File: config.mk
export PLATFORM = sky130hd
export DESIGN_NAME = imem_loader
export DESIGN_NICKNAME = d
export VERILOG_FILES = /design/src/rtl/imem_loader.sv
export SDC_FILE = /design/constraint.sdc
export NUM_CORES = 1
export LEC_CHECK = 0
export ABC_AREA = 0
export ABC_CLOCK_PERIOD_IN_PS = 2800
export BUFFER_PORTS_ARGS = -buffer_cell sky130_fd_sc_hd__buf_2
export CAP_MARGIN = 20
export CORE_MARGIN = 5
export CORE_UTILIZATION = 56
export CTS_CLUSTER_DIAMETER = 50
export CTS_CLUSTER_SIZE = 25
export DETAILED_ROUTE_END_ITERATION = 12
export PLACE_DENSITY = 0.79
export SLEW_MARGIN = 20
export SYNTH_ARGS = -nofsm -noshare
export SYNTH_HDL_FRONTEND = slang
export SYNTH_SLANG_ARGS = --single-unit
export TNS_END_PERCENT = 20
File: constraint.sdc
create_clock -name clk -period 2.8 [get_ports clk]
set_input_delay 0.14 -clock clk [delete_from_list [all_inputs] [get_ports clk]]
set_output_delay 0.14 -clock clk [all_outputs]
set_load 0.05 [all_outputs]
File: src/rtl/imem_loader.sv
// Program loader: collects a one-byte word-count header and big-endian 32-bit
// instructions from the RX FIFO, writes them to imem and holds the CPU in reset until done.
module imem_loader #(
    parameter int MAX_WORDS = 64
) (
    input  logic        clk,
    input  logic        rst,
    input  logic [7:0]  byte_data,
    input  logic        byte_valid,
    output logic        byte_ready,
    input  logic        start,
    output logic [31:0] data_out,
    output logic [7:0]  dir,
    output logic        we,
    output logic        busy,
    output logic        done,
    output logic        err,
    output logic        cpu_rst
);

    typedef enum logic [2:0] {
        S_HDR,
        S_LOAD,
        S_WRITE,
        S_DONE,
        S_ERR
    } state_t;

    localparam logic [8:0] MAX_N = 9'(MAX_WORDS);

    state_t      state, state_n;
    logic [7:0]  n;
    logic [7:0]  word_idx;
    logic [1:0]  byte_cnt;
    logic [23:0] word;
    logic        xfer;
    logic        hdr_bad;
    logic        last_word;

    assign xfer      = byte_valid & byte_ready;
    assign hdr_bad   = (byte_data == 8'd0) || ({1'b0, byte_data} > MAX_N);
    assign last_word = (word_idx == n - 8'd1);

    always_ff @(posedge clk or posedge rst) begin
        if (rst) begin
            state <= S_HDR;
        end else begin
            // NOTE: every sequential assignment uses <= so all registers update
            // from the same pre-edge values, independent of statement order.
            state <= state_n;
        end
    end

    always_comb begin
        // NOTE: every output gets a default before the case; a missed branch
        // would otherwise infer a latch.
        state_n    = state;
        byte_ready = 1'b0;
        busy       = 1'b0;
        done       = 1'b0;
        err        = 1'b0;
        cpu_rst    = 1'b1;
        case (state)
            S_HDR: begin
                byte_ready = 1'b1;
                busy       = 1'b1;
                if (xfer) state_n = hdr_bad ? S_ERR : S_LOAD;
            end
            S_LOAD: begin
                byte_ready = 1'b1;
                busy       = 1'b1;
                if (xfer && byte_cnt == 2'd3) state_n = S_WRITE;
            end
            S_WRITE: begin
                busy    = 1'b1;
                state_n = last_word ? S_DONE : S_LOAD;
            end
            S_DONE: begin
                done    = 1'b1;
                cpu_rst = 1'b0;
            end
            S_ERR: begin
                err = 1'b1;
            end
            default: state_n = S_HDR;
        endcase
        // Restart wins over any concurrent transfer; that byte is dropped.
        if (start) state_n = S_HDR;
    end

    always_ff @(posedge clk or posedge rst) begin
        if (rst) begin
            n        <= '0;
            word_idx <= '0;
            byte_cnt <= '0;
            word     <= '0;
            data_out <= '0;
            dir      <= '0;
            we       <= 1'b0;
        end else begin
            we <= 1'b0;
            if (start) begin
                n        <= '0;
                word_idx <= '0;
                byte_cnt <= '0;
            end else begin
                case (state)
                    S_HDR: begin
                        if (xfer) begin
                            n        <= byte_data;
                            word_idx <= '0;
                            byte_cnt <= '0;
                        end
                    end
                    S_LOAD: begin
                        if (xfer) begin
                            word     <= {word[15:0], byte_data};
                            byte_cnt <= byte_cnt + 2'd1;
                            // The strobe is launched on the 4th byte so it is high for the WRITE cycle.
                            if (byte_cnt == 2'd3) begin
                                we       <= 1'b1;
                                data_out <= {word, byte_data};
                                dir      <= word_idx << 2;
                            end
                        end
                    end
                    S_WRITE: begin
                        if (!last_word) begin
                            word_idx <= word_idx + 8'd1;
                            byte_cnt <= '0;
                        end
                    end
                    default: ;
                endcase
            end
        end
    end

endmodule

== Word-level counts from Yosys, hierarchy flattened ==
Cells that the tools add are included.

* Memories: 0
* ROM bits: 0
* Latch bits: 0
* Register bits: 84
* Memory bits (writable): 0

* Equal/unequal tests: 11
* Reductions and logical operators: 17
* Add/subtract/negate cells: 3
* $lt $le $gt $ge: 1
* $mul: 0
* Mux-type cells: 27
* Bitwise logic cells: 2
* Divide/modulo/power cells: 0
* Shift-type cells: 0

{| class="wikitable"
|+ Operator list
! kind !! count
|-
| 8-bit two-way mux || 6
|-
| 8-bit case mux with 2 select lines || 1
|-
| 3-bit two-way mux || 4
|-
| 3-bit != test, second input constant || 4
|-
| 3-bit case mux with 4 select lines || 1
|-
| 2-bit two-way mux || 5
|-
| 1-bit two-way mux || 9
|-
| 3-bit AND reduction || 3
|-
| 8-bit by 1-bit adder with 8-bit output, second input constant || 1
|-
| 8-bit == test || 1
|-
| 8-bit by 7-bit greater-than comparator with 1-bit output, second input constant || 1
|-
| 8-bit logical NOT || 1
|-
| 4-bit AND reduction || 2
|-
| 8-bit by 1-bit subtractor with 8-bit output, second input constant || 1
|-
| 3-bit by 2-bit == test with 1-bit output, second input constant || 2
|-
| 2-bit case mux with 3 select lines || 1
|-
| 2-bit nonzero test || 2
|-
| 4-bit nonzero test || 1
|-
| 2-bit OR reduction || 2
|-
| 3-bit by 1-bit == test with 1-bit output, second input constant || 1
|-
| 3-bit == test, second input constant || 1
|-
| 3-bit logical NOT || 1
|-
| 3-bit nonzero test || 1
|-
| 3-bit OR reduction || 1
|-
| 8 further kinds || 8
|}

== Logic depth before layout (Yosys ltp) ==
* Depth in word-level cells: 8
* Mapped depth: 9
* Gate-level depth less buffers: 8

== Least setup slack after synthesis ==
Ideal clock, no wire load.

* Path kind: flip-flop to flip-flop
* From: reg state[1]
* To: reg data_out[12]
* Setup time: 0.128 ns
* Required time: 2.672 ns
* Cell stages (with the launch flop): 8
* Data arrival time: 1.948 ns
* Path slack: 0.725 ns
* Cell sequence: dfrtp_1 -> buf_2 -> nor2_4 -> nand2_1 -> nor3b_4 -> nand2_2 -> buf_2 -> mux2_1

* Word-level cells in the longest chain between the ends: 5
* Elaborated cells between the ends (all ways): 6

{| class="wikitable"
|+ Ends and longest elaborated chain
! element !! line !! text
|-
| from (decl) || 31 || <nowiki>state_t state, state_n;</nowiki>
|-
| from (signal assigned) || 50 || <nowiki>state <= state_n;</nowiki>
|-
| 3-bit by 1-bit == test with 1-bit output or 3-bit logical NOT (tied branches) || 63 || <nowiki>case (state)</nowiki>
|-
| 2-bit OR reduction (no line) * || n/a ||
|-
| 1-bit two-way mux * || 63 ||
|-
| named net byte_ready || 10 || <nowiki>output logic byte_ready,</nowiki>
|-
| 1-bit bitwise AND * || 40 || <nowiki>assign xfer = byte_valid & byte_ready;</nowiki>
|-
| 4-bit AND reduction (no line) * || n/a ||
|-
| to (signal assigned) || 122 || <nowiki>data_out <= {word, byte_data};</nowiki>
|-
| to (decl) || 12 || <nowiki>output logic [31:0] data_out,</nowiki>
|}

Mark *: on every way through the listed nets, which the timed path passes. The rest lies on a longest branch.
A chain may end at the register's enable or synchronous reset.

== Worst setup path in the final report ==
* From: reg n[0]
* To: reg word_idx[2]

* Word-level cells in the longest chain between the ends: 4

{| class="wikitable"
|+ Ends and longest elaborated chain
! element !! line !! text
|-
| from (decl) || 32 || <nowiki>logic [7:0] n;</nowiki>
|-
| from (signal assigned) || 110 || <nowiki>n <= byte_data;</nowiki>
|-
| 8-bit by 1-bit subtractor with 8-bit output || 42 || <nowiki>assign last_word = (word_idx == n - 8'd1);</nowiki>
|-
| 8-bit == test || 42 ||
|-
| 3-bit != test (no line) || n/a ||
|-
| 3-bit AND reduction (no line) || n/a ||
|-
| to (signal assigned) || 129 || <nowiki>word_idx <= word_idx + 8'd1;</nowiki>
|-
| to (decl) || 33 || <nowiki>logic [7:0] word_idx;</nowiki>
|}

No other way between the ends.

==> reports/qor.yml <==
grt_max_degree: 44
gp_congestion: 0.832
synth.area.top_cells: "dfrtp_1 56%, nand2_1 10%, mux2_2 9.6%"
yosys_warnings: 0
ios: 58
drv_slew: 0
grt_pass1_wl_um: 13200
cp-endpoint: "word_idx[2]"
reg2reg_from: "n[0]"
final_common_cell: "nand2_1"
pwr-share-seq: 0.528
routedWlPerCell_um: 15.3
p_sw_mw: 0.754
cts_htree_levels: 3
grt_pass1_vias: 2704
p_leak_nw: 2.31
p_comb_frac: 0.115
internal_power_mw: 1.95
worstSetupStartpoint: "n[0]"
synth-async-reset-ratio: 1.00
swShare: 0.279
syn2layout_area_growth_pct: 15.2
hold_slack_ns: 0.0410
status: "complete, no violations"
wl_um: 7570
p_per_area_mw_per_mm2: 622
setup_ws_ns: 0.575
rr_worst_depth: 8
drt_iter0_markers: 141
cts_tree: "built"
vdd_drop_max_mv: 0.413
layout_common_cells: "103 x nand2_1, 84 x dfrtp_1, 55 x buf_2"
seq_area_mm2: 0.00210
synth_top_area_share: 0.557
numCtsBuffers: 9
finClkSkew_ns: 0.00826
drive_gt1_frac: 0.300
max_freq_ghz: 0.449
relSlewSlack: 0.449
endpoint_kind: "flop"
arrival_ns: 2.49
antenna_found_initial: 0
synth_cells: 354
worst_pin_slew_ns: 0.823
place_ws_ns: 0.592
drtAntennaViolNets: 0
io_buffers: 55
multi_input_area_mm2: 0.00153
synth_largest_area_cell: "dfrtp_1"
hp-class: "input port to flop"
tns_ns: 0
numClockSinks: 84
synth-main-ff-cell: "dfrtp_1"
clock_latency_ns: 0.35
worstSetupStartpointType: "flop"
layout.nets: 427
worstPathMaxFanout: 10
final.min_clock_period_ns: 2.23
synth_edf_count: 0
die_w_um: 92.1
critPathKind: "flop to flop"
drv_cap: 0
rsz0062_at_grt: "no"
synth_area_mm2: 0.00377
synth-seq-cells: 84
track_usage: 0.197
pwr-share-clk: 0.357
finalSetupViolCount: 0
drtPass1Iterations: 4
ff2ff_setup_slack_ns: 0.57
period_share: 0.795
cts_resized: 0
dp_hpwl_um: 5330
dieHeight_um: 92.1
n_antenna_cell: 0
ys_types: 49
initial_core_util: 0.564
viasPerCell: 5.37
dieArea_mm2: 0.00848
seq_area_frac_synth: 0.557
cp_data_required_time_ns: 3.07
vias: 2665
clockBufferDepth: 2
cts-root-buf: "clkbuf_8"
num-fill-cells: 535
clk_pin_slew_ns: 0.09
core_mm2: 0.00668
drcViolationCount: 0
syn_area_per_cell_um2: 10.7
timing_hold_violations_final: 0
regToRegEndpoint: "word_idx[2]"
rows: 30
grt_overflow: 0
-- metrics by stage --
stage / power (mW) / utilization / instance area, um2 / instances
CTS: 2.72 / 0.650 / 4340 / 496
finish: 2.70 / 0.650 / 4340 / 496
detailed placement: 1.76 / 0.616 / 4110 / 480
floorplan: 1.67 / - / 3770 / 355
global placement: 1.75 / 0.616 / 4110 / 480
global route: 2.85 / 0.650 / 4340 / 496
-- cells by family (layout without fill, tap and decap cells) --
group	Yosys count	after routing	share of synthesized area
muxes	35	35	0.104
DFF	84	84	0.557
adders and majority gates	3	3	0.00995
buffers and inverters	32	93	0.0391
AOI/OAI and AO/OA	35	35	0.0727
and+or+nand+nor	151	151	0.185
other	1	2	0.000994
xor gates and xnor gates	13	13	0.0302
-- how the worst min path moves through the flow --
stage,start,to,slack [ns],cells past startpoint
2_1_floorplan,byte_data[0],word[0],0.25,2
3_3_place_gp,rst,data_out[30],0.26,2
3_5_place_dp,rst,data_out[30],0.27,2
4_1_cts,byte_data[3],word[3],0.03,3
5_1_grt,byte_data[4],word[4],0.04,3
6_report,byte_data[4],word[4],0.04,3
-- registers in the layout, summed over array words and instances (netlist names) --
register	cells
data_out	32
word	24
n	8
word_idx	8
dir	6
state	3
byte_cnt	2
we	1
-- cells in the mapped netlist, types with 2 or more instances --
master / n
ha_1: 3
nand4_1: 2
nand2_2: 2
nand2b_1: 3
buf_6: 2
nor2_1: 9
inv_1: 15
and4b_1: 2
o221ai_2: 5
clkbuf_1: 9
nor2b_1: 2
and3_1: 2
mux2_1: 2
nor3b_1: 2
xnor2_1: 9
dfrtp_1: 84
nor3_1: 5
o21ai_0: 7
xor2_1: 4
nand2_1: 103
nand3_1: 8
buf_2: 4
buf_4: 2
mux2_2: 32
a21oi_1: 12
-- power groups by stage --
stage | sequential [mW] | clock, mW | combinational (mW)
after floorplan | 1.41 | 0 | 0.258
after global placement | 1.45 | 0 | 0.302
after detailed placement | 1.45 | 0 | 0.314
after CTS | 1.43 | 0.975 | 0.317
after global routing | 1.44 | 1.05 | 0.357
final | 1.43 | 0.964 | 0.311
-- area by class of cell --
cell class | instances | area share
tap | 80 | 0.0230
clock inverter | 6 | 0.0225
multi-input combinational | 239 | 0.351
timing repair buffer | 63 | 0.0778
sequential | 84 | 0.484
inverter | 15 | 0.0132
clock buffer | 9 | 0.0285
-- metal layers --
metal  track usage  vias to the layer above  share of wire  routed length (um)
met2         0.314                       58           0.48                3670
li1              -                     1292              -                   -
met4        0.0842                        0          0.016                 121
met3        0.0468                       11          0.050                 376
met1         0.258                     1304           0.45                3410
met5             0                        -              0                   0
-- what timing repair did --
| item | in CTS | in global routing |
|---|---|---|
| endpoints found under the setup margin | 0 | 0 |
| hold buffers | 1 | 0 |
| hold endpoints to repair | 41 | 0 |
| setup buffers | 0 | 0 |
-- critical path: stages, from the launching register on --
cell and delay, ns:
dfrtp_1 0.44, inv_1 0.07, ha_1 0.30, xnor2_1 0.13, nor4_2 0.23, nand4_1 0.10, a211o_1 0.41, a21o_4 0.30
o221ai_2 0.16
No activity file was read; power rests on OpenSTA's default activity.
